### src/rtl/vu_envelope_detector.sv
// vu_envelope_detector: stereo full-wave rectifier with instant attack, linear decay and registered 8-bit VU levels.
// Optional per-channel peak hold is enabled by defining VU_PEAK_HOLD_EN.
module vu_envelope_detector #(
    parameter int SAMPLE_W     = 24,
    parameter int DECAY_DIV    = 96,
    parameter int DECAY_STEP   = 1,
    parameter int HOLD_SAMPLES = 4800
) (
    input  logic                       clk,
    input  logic                       reset_n,
    input  logic                       audio_clk_enable,
    input  logic                       audio_enable,
    input  logic signed [SAMPLE_W-1:0] l_sample,
    input  logic signed [SAMPLE_W-1:0] r_sample,
    output logic [7:0]                 l_level,
    output logic [7:0]                 r_level,
    output logic                       level_valid
);
    localparam int DIV_W = (DECAY_DIV > 1) ? $clog2(DECAY_DIV) : 1;
    localparam logic [DIV_W-1:0] DIV_LAST = DIV_W'(DECAY_DIV - 1);
    localparam logic [7:0] STEP = 8'(DECAY_STEP);

    typedef enum logic [1:0] {IDLE, PROC_L, PROC_R, UPDATE} state_t;

    state_t              state_q, state_d;
    logic [SAMPLE_W-1:0] l_smp_q, l_smp_d, r_smp_q, r_smp_d;
    logic [DIV_W-1:0]    div_q, div_d;
    logic                tick_q, tick_d;
    logic [7:0]          l_env_q, l_env_d, r_env_q, r_env_d;
    logic [7:0]          l_lvl_q, l_lvl_d, r_lvl_q, r_lvl_d;
    logic                valid_q, valid_d;
    logic [7:0]          l_mag, r_mag;
    logic                l_att, r_att, l_dec, r_dec;

    // The most negative sample negates to itself, so a set MSB after abs means full scale.
    function automatic logic [7:0] rect(input logic [SAMPLE_W-1:0] s);
        logic [SAMPLE_W-1:0] a;
        a = s[SAMPLE_W-1] ? -s : s;
        return a[SAMPLE_W-1] ? 8'hFF : 8'(a >> (SAMPLE_W - 9));
    endfunction

    function automatic logic [7:0] decay(input logic [7:0] env);
        return (env > STEP) ? env - STEP : 8'd0;
    endfunction

    assign l_mag = rect(l_smp_q);
    assign r_mag = rect(r_smp_q);
    assign l_att = l_mag >= l_env_q;
    assign r_att = r_mag >= r_env_q;

`ifdef VU_PEAK_HOLD_EN
    localparam int HOLD_W = (HOLD_SAMPLES > 0) ? $clog2(HOLD_SAMPLES + 1) : 1;
    localparam logic [HOLD_W-1:0] HOLD_MAX = HOLD_W'(HOLD_SAMPLES);

    logic [HOLD_W-1:0] l_hold_q, l_hold_d, r_hold_q, r_hold_d;

    // Each channel's hold counter advances once per frame, in that channel's processing slot.
    always_comb begin
        l_hold_d = l_hold_q;
        r_hold_d = r_hold_q;
        if (state_q == PROC_L)
            l_hold_d = l_att ? '0 : (l_hold_q == HOLD_MAX) ? l_hold_q : l_hold_q + 1'b1;
        if (state_q == PROC_R)
            r_hold_d = r_att ? '0 : (r_hold_q == HOLD_MAX) ? r_hold_q : r_hold_q + 1'b1;
    end

    always_ff @(posedge clk or negedge reset_n)
        if (!reset_n) begin
            l_hold_q <= '0;
            r_hold_q <= '0;
        end else begin
            l_hold_q <= l_hold_d;
            r_hold_q <= r_hold_d;
        end

    assign l_dec = tick_q && (l_hold_q == HOLD_MAX);
    assign r_dec = tick_q && (r_hold_q == HOLD_MAX);
`else
    assign l_dec = tick_q;
    assign r_dec = tick_q;
`endif

    always_comb begin
        state_d = state_q;
        l_smp_d = l_smp_q;
        r_smp_d = r_smp_q;
        div_d   = div_q;
        tick_d  = tick_q;
        l_env_d = l_env_q;
        r_env_d = r_env_q;
        l_lvl_d = l_lvl_q;
        r_lvl_d = r_lvl_q;
        valid_d = 1'b0;
        case (state_q)
            IDLE: if (audio_clk_enable) begin
                state_d = PROC_L;
                l_smp_d = audio_enable ? l_sample : '0;
                r_smp_d = audio_enable ? r_sample : '0;
                tick_d  = div_q == DIV_LAST;
                div_d   = tick_d ? '0 : div_q + 1'b1;
            end
            PROC_L: begin
                state_d = PROC_R;
                l_env_d = l_att ? l_mag : l_dec ? decay(l_env_q) : l_env_q;
            end
            PROC_R: begin
                state_d = UPDATE;
                r_env_d = r_att ? r_mag : r_dec ? decay(r_env_q) : r_env_q;
            end
            UPDATE: begin
                state_d = IDLE;
                l_lvl_d = l_env_q;
                r_lvl_d = r_env_q;
                valid_d = 1'b1;
            end
            default: state_d = IDLE;
        endcase
    end

    always_ff @(posedge clk or negedge reset_n)
        if (!reset_n) begin
            state_q <= IDLE;
            l_smp_q <= '0;
            r_smp_q <= '0;
            div_q   <= '0;
            tick_q  <= 1'b0;
            l_env_q <= '0;
            r_env_q <= '0;
            l_lvl_q <= '0;
            r_lvl_q <= '0;
            valid_q <= 1'b0;
        end else begin
            state_q <= state_d;
            l_smp_q <= l_smp_d;
            r_smp_q <= r_smp_d;
            div_q   <= div_d;
            tick_q  <= tick_d;
            l_env_q <= l_env_d;
            r_env_q <= r_env_d;
            l_lvl_q <= l_lvl_d;
            r_lvl_q <= r_lvl_d;
            valid_q <= valid_d;
        end

    assign l_level     = l_lvl_q;
    assign r_level     = r_lvl_q;
    assign level_valid = valid_q;
endmodule

### config.mk
export PLATFORM = sky130hd
export DESIGN_NAME = vu_envelope_detector
export DESIGN_NICKNAME = d
export VERILOG_FILES = /design/src/rtl/vu_envelope_detector.sv
export SDC_FILE = /design/constraint.sdc
export NUM_CORES = 1
export LEC_CHECK = 0
export CAP_MARGIN = 20
export CORE_MARGIN = 1.5
export CORE_UTILIZATION = 30
export DETAILED_ROUTE_END_ITERATION = 7
export PLACE_DENSITY = 0.62
export REMOVE_ABC_BUFFERS = 1
export SKIP_CTS_REPAIR_TIMING = 1
export SYNTH_ARGS = -nofsm -noshare
export SYNTH_HDL_FRONTEND = slang
export SYNTH_SLANG_ARGS = --single-unit
export TNS_END_PERCENT = 100
### constraint.sdc
create_clock -name clk -period 3.3 [get_ports clk]
set_input_delay 0.33 -clock clk [delete_from_list [all_inputs] [get_ports clk]]
set_output_delay 0.33 -clock clk [all_outputs]
set_load 0.02 [all_outputs]
**After elaboration in Yosys (flattened, before gate mapping)**

Cells that the tools add are included.
Widths: inputs -> output; s select.

- Bits in registers: 91
- Bits of input ports: 52
- Output and inout port bits: 17

- Add/subtract/negate cells: 5
- Order comparisons: 4
- Equality and inequality tests: 5
- Muxes and demuxes: 16
- Reduce and logical (&&, ||, !) cells: 6

Operators by type and width:

| operator | number |
|---|---|
| $mux 24 | 4 |
| $mux 8 | 8 |
| $neg 24->24 | 2 |
| $ge 8x8->1 | 2 |
| $gt 8x1->1 const B | 2 |
| $sub 8x1->8 const B | 2 |
| $pmux 2 s4 | 1 |
| $add 7x1->7 const B | 1 |
| $eq 7x7->1 const B | 1 |
| $mux 7 | 1 |
| $reduce_and 2->1 | 3 |
| $eq 2x2->1 const B | 2 |
| $reduce_bool 2->1 | 2 |
| $eq 2x1->1 const B | 1 |
| $logic_not 2->1 | 1 |
| $mux 2 | 1 |
| $ne 2x2->1 const B | 1 |
| $mux 1 | 1 |

**Longest topological paths before layout**

- Depth after elaboration: 6
- Depth in mapped cells: 15
- Depth with buffers taken out: 13

**Worst setup path after synthesis**

Ideal clock, no wire load.

- Path type: register -> register
- Start point: reg l_smp_q[15]
- End point: reg l_env_q[4]
- Data arrival time: 3344 ps
- Data required time: 3176 ps
- Setup slack: -168 ps
- Cell stages (with the launch flop): 13
- Path buffers: 2
- Clock period less this slack: 3468 ps
- Path through: dfrtp_1 buf_6 or4_4 or4_4 nor3b_1 a311oi_2 ha_1 a2111oi_0 o21ai_0 and2_1 clkbuf_1 and3_1 a211o_1

- Word-level cells in the longest chain between the ends: 6
- Elaborated cells between the ends (all ways): 7
- Those cells by class: 1 x add/sub; 1 x order compare; 3 x mux; 2 x reduce/logical

RTL lines:

| what | RTL line | source |
|---|---|---|
| start, declared | 26 | `logic [SAMPLE_W-1:0] l_smp_q, l_smp_d, r_smp_q, r_smp_d;` |
| start signal, assigned | 134 | `l_smp_q <= l_smp_d;` |
| $neg 24->24 | 38 | `a = s[SAMPLE_W-1] ? -s : s;` |
| $mux 24 (*) | 38 |  |
| $mux 8 (*) | 39 | `return a[SAMPLE_W-1] ? 8'hFF : 8'(a >> (SAMPLE_W - 9));` |
| $ge 8x8->1 | 48 | `assign l_att = l_mag >= l_env_q;` |
| $reduce_bool 2->1 (no line) | - |  |
| $reduce_and 2->1 (no line) | - |  |
| end signal, assigned | 138 | `l_env_q <= l_env_d;` |
| end, declared | 29 | `logic [7:0] l_env_q, l_env_d, r_env_q, r_env_d;` |

Every way passes the cells marked *; elsewhere a longest branch is shown, timed or not.
A chain may end at the register's enable or synchronous reset.

**Worst setup path in the final report**

- Start point: reg r_smp_q[18]
- End point: reg r_env_q[2]

- Word-level cells in the longest chain between the ends: 6
- Elaborated cells between the ends (all ways): 7
- Those cells by class: 1 x add/sub; 1 x order compare; 3 x mux; 2 x reduce/logical

RTL lines:

| what | RTL line | source |
|---|---|---|
| start, declared | 26 |  |
| start signal, assigned | 135 | `r_smp_q <= r_smp_d;` |
| $neg 24->24 | 38 |  |
| $mux 24 (*) | 38 |  |
| $mux 8 (*) | 39 |  |
| $ge 8x8->1 | 49 | `assign r_att = r_mag >= r_env_q;` |
| $reduce_bool 2->1 (no line) | - |  |
| $reduce_and 2->1 (no line) | - |  |
| end signal, assigned | 139 | `r_env_q <= r_env_d;` |
| end, declared | 29 |  |

Marked as above.

==> results.cfg <==
[status]
status = finished, violations left
violations = negative setup slack

[floorplan]
start_util_pct = 30.5
core_um2 = 16500
die_w_um = 132
die_h_um = 132
rows = 47
dieArea_um2 = 17500
io_pins = 69

[worst_setup_path]
crit_slowest_cell = or3_4
cp-end-kind = flip-flop
arrival_ns = 3.57
rrSetupSlack_ns = -0.04
crit_fanout = 3
crit_path_start_kind = flip-flop
timing.rr.end = r_env_q[2]$_DFFE_PN0P_
crit_type = reg -> reg
cp.required_ns = 3.53
reg2reg_depth = 11
crit_chain = or3_4 -> or3_1 -> buf_4 -> o211ai_1 -> o21a_1 -> ha_4 -> a211o_1 -> o221a_4 -> a21o_1 -> and2_1 -> a221o_1
max_stage_delay_ns = 0.38
reg2reg_from = r_smp_q[18]$_DFFE_PN0P_

[grt]
grt_pass1_vias = 4282
met2_usage_pct = 23.1
grt_max_degree = 52
met3_usage_pct = 2.38
grt_pass1_wl_mm = 20.6
gr-total-overflow = 0
grt_usage_pct = 14.4
grt.busiest_layer = met2
use_met1_pct = 19.2
antenna_found_initial = 0

[routing]
wl_per_cell_um = 14.1
vias = 4378
route.detailed.drc = 0
ant_nets = 0
via_per_inst = 5.07
drtPass1Iterations = 4
dr.first_iter.drc_count = 312
routed_wl_mm = 12.1

[timing]
slew_headroom_pct = 39.4
setup_violations = 5
clock_skew_ns = 0.00687
max_freq_mhz = 300
min_period_over_period_pct = 101
tightest_slew_ns = 0.908
drv_slew = 0
worst_slack_ns = -0.0389
setup_tns_ns = -0.162
post-route-min-period_ns = 3.34
final_hold_viol_count = 0
rsz0062_at_grt = true

[yosys]
synth_top_cell_area_share_pct = 45.3
syn_area_um2 = 5020
ys.flop_type = dfrtp_1
synth_edf_count = 0
ys_async_sr_fraction_pct = 100
synth_area_per_cell_um2 = 9.25
yosysTopAreaCell = dfrtp_1
syn_inst = 543
seq_area_frac_synth_pct = 45.3
synth.yosys.warnings = 0
synth-seq-cells = 91
yosysUniqueCellTypes = 59
synth_area_leaders = dfrtp_1 45%, nand2_1 7.8%, ha_1 6.5%

[pwr]
p_per_area_nw_per_um2 = 966
power.leakage_nw = 3.05
ir_drop_mv = 0.381

[clocking]
numCtsBuffers = 9
root_buffer = clkbuf_16
worst_skew_pair.late_latency_ns = 0.35
cts_tree = done
clk_pin_slew_worst_paths_ns = 0.06
cts.sinks = 91
h-tree-depth = 3
clock_path_buffers = 2

[hold_path]
min_path_type = in -> async

[cells_and_area]
synthToLayoutAreaGrowth_pct = 34.2
n_antenna_cell = 0
drive_above_1_share_pct = 18.8
fin_nets = 717
nFillCells = 1638

[place]
port_buffers = 68
place_ws_ns = -0.264
gp_congestion = 0.844
hpwl_mm = 8.74

[flow_run]
drv_cap = 0
registers in the layout (all words and copies together), names as in the netlist, 2 cells and up:
signal and cells:
l_smp_q 24, r_smp_q 24, l_env_q 8, l_level 8, r_env_q 8, r_level 8
div_q 7, state_q 2
cells in the mapped netlist, drive strengths merged, types with 3 or more instances:
library cell	number
a211o	4
a21boi	3
a21o	3
a21oi	10
a221o	3
a31oi	5
and2	5
and3	6
buf	4
clkbuf	28
dfrtp	91
ha	26
inv	24
mux2	18
nand2	104
nand2b	3
nand3	56
nand4	7
nor2	12
nor3	13
nor3b	5
nor4	12
o211ai	8
o21a	11
o21ai	25
o221a	3
o221ai	3
o31a	5
o31ai	5
or3	6
or4	4
xnor2	3
power by group:
group	internal, W	leakage [nW]	switching (W)
clock network	0.000665	0.153	0.000437
registers	0.00157	1.14	0.000419
logic	0.00169	1.76	0.00172
metrics by stage:
stage	cells	hold slack, ns	power [W]	instance area, µm²	utilization (%)
6_report	864	0.444	0.00651	6740	40.9
5_1_grt	864	0.487	0.00703	6740	40.9
4_1_cts	855	-0.0897	0.00607	6470	39.3
3_5_place_dp	839	0.282	0.00494	6150	37.3
3_3_place_gp	839	0.275	0.00482	6150	37.3
2_1_floorplan	511	0.0344	0.00370	4890	-
placed cells by master (no fill, tap or decap), drive strengths merged, types with 6 or more instances in the layout:
master	synthesis	layout
nand2	104	104
dfrtp	91	91
clkdlybuf4s50	0	67
nand3	56	56
buf	4	48
ha	26	26
o21ai	25	25
inv	24	24
mux2	18	18
nor3	13	13
nor2	12	12
nor4	12	12
o21a	11	11
a21oi	10	10
clkbuf	28	10
o211ai	8	8
nand4	7	7
or3	6	6
and3	6	6
and2	5	6
worst max path at each step:
stage	from	to	slack [ns]	depth (start not counted)
detailed placement	l_smp_q[12]$_DFFE_PN0P_	l_env_q[5]$_DFFE_PN0P_	-0.26	11
global placement	l_smp_q[8]$_DFFE_PN0P_	l_env_q[5]$_DFFE_PN0P_	-0.16	11
CTS	l_smp_q[12]$_DFFE_PN0P_	l_env_q[5]$_DFFE_PN0P_	-0.30	11
floorplan	l_smp_q[8]$_DFFE_PN0P_	l_env_q[5]$_DFFE_PN0P_	-0.22	11
finish	r_smp_q[18]$_DFFE_PN0P_	r_env_q[2]$_DFFE_PN0P_	-0.04	11
global route	r_smp_q[7]$_DFFE_PN0P_	r_env_q[0]$_DFFE_PN0P_	-0.18	13
final cells by class:
| class | instances | area, µm² | area share (%) |
|---|---|---|---|
| Multi-Input combinational cell | 397 | 2720 | 40.3 |
| Sequential cell | 91 | 2280 | 33.8 |
| Timing Repair Buffer | 116 | 1060 | 15.7 |
| Tap cell | 220 | 275 | 4.09 |
| Clock buffer | 10 | 229 | 3.40 |
| Clock inverter | 6 | 90.1 | 1.34 |
| Inverter | 24 | 90.1 | 1.34 |
kinds of logic after synthesis:
| kind of cell | after synthesis | synth area share (%) |
|---|---|---|
| AND/OR/NAND/NOR | 239 | 23.2 |
| flip-flops | 91 | 45.3 |
| adder cells (fa/ha/maj) | 26 | 6.48 |
| buffers and inverters | 56 | 4.38 |
| multiplexers | 20 | 4.43 |
| XOR/XNOR | 4 | 0.698 |
| AO/OA/AOI/OAI | 107 | 15.5 |
metal layers:
layer  part of all wire (%)  routed length (µm)  vias up
li1                       -                   -     2165
met5                      0                   0        -
met3                    3.5                 427       22
met4                    2.1                 253        0
met2                     48                5880       96
met1                     46                5590     2095
worst max-delay path: cells and delay by family (launching register included):
family | cells | cell delay, ns
DFF | 1 | 0.37
buffers and inverters | 1 | 0.15
and+or+nand+nor | 3 | 0.93
adders and majority gates | 1 | 0.23
AOI/OAI and AO/OA | 6 | 1.56
Note: power is estimated with default switching activity, not from simulation.
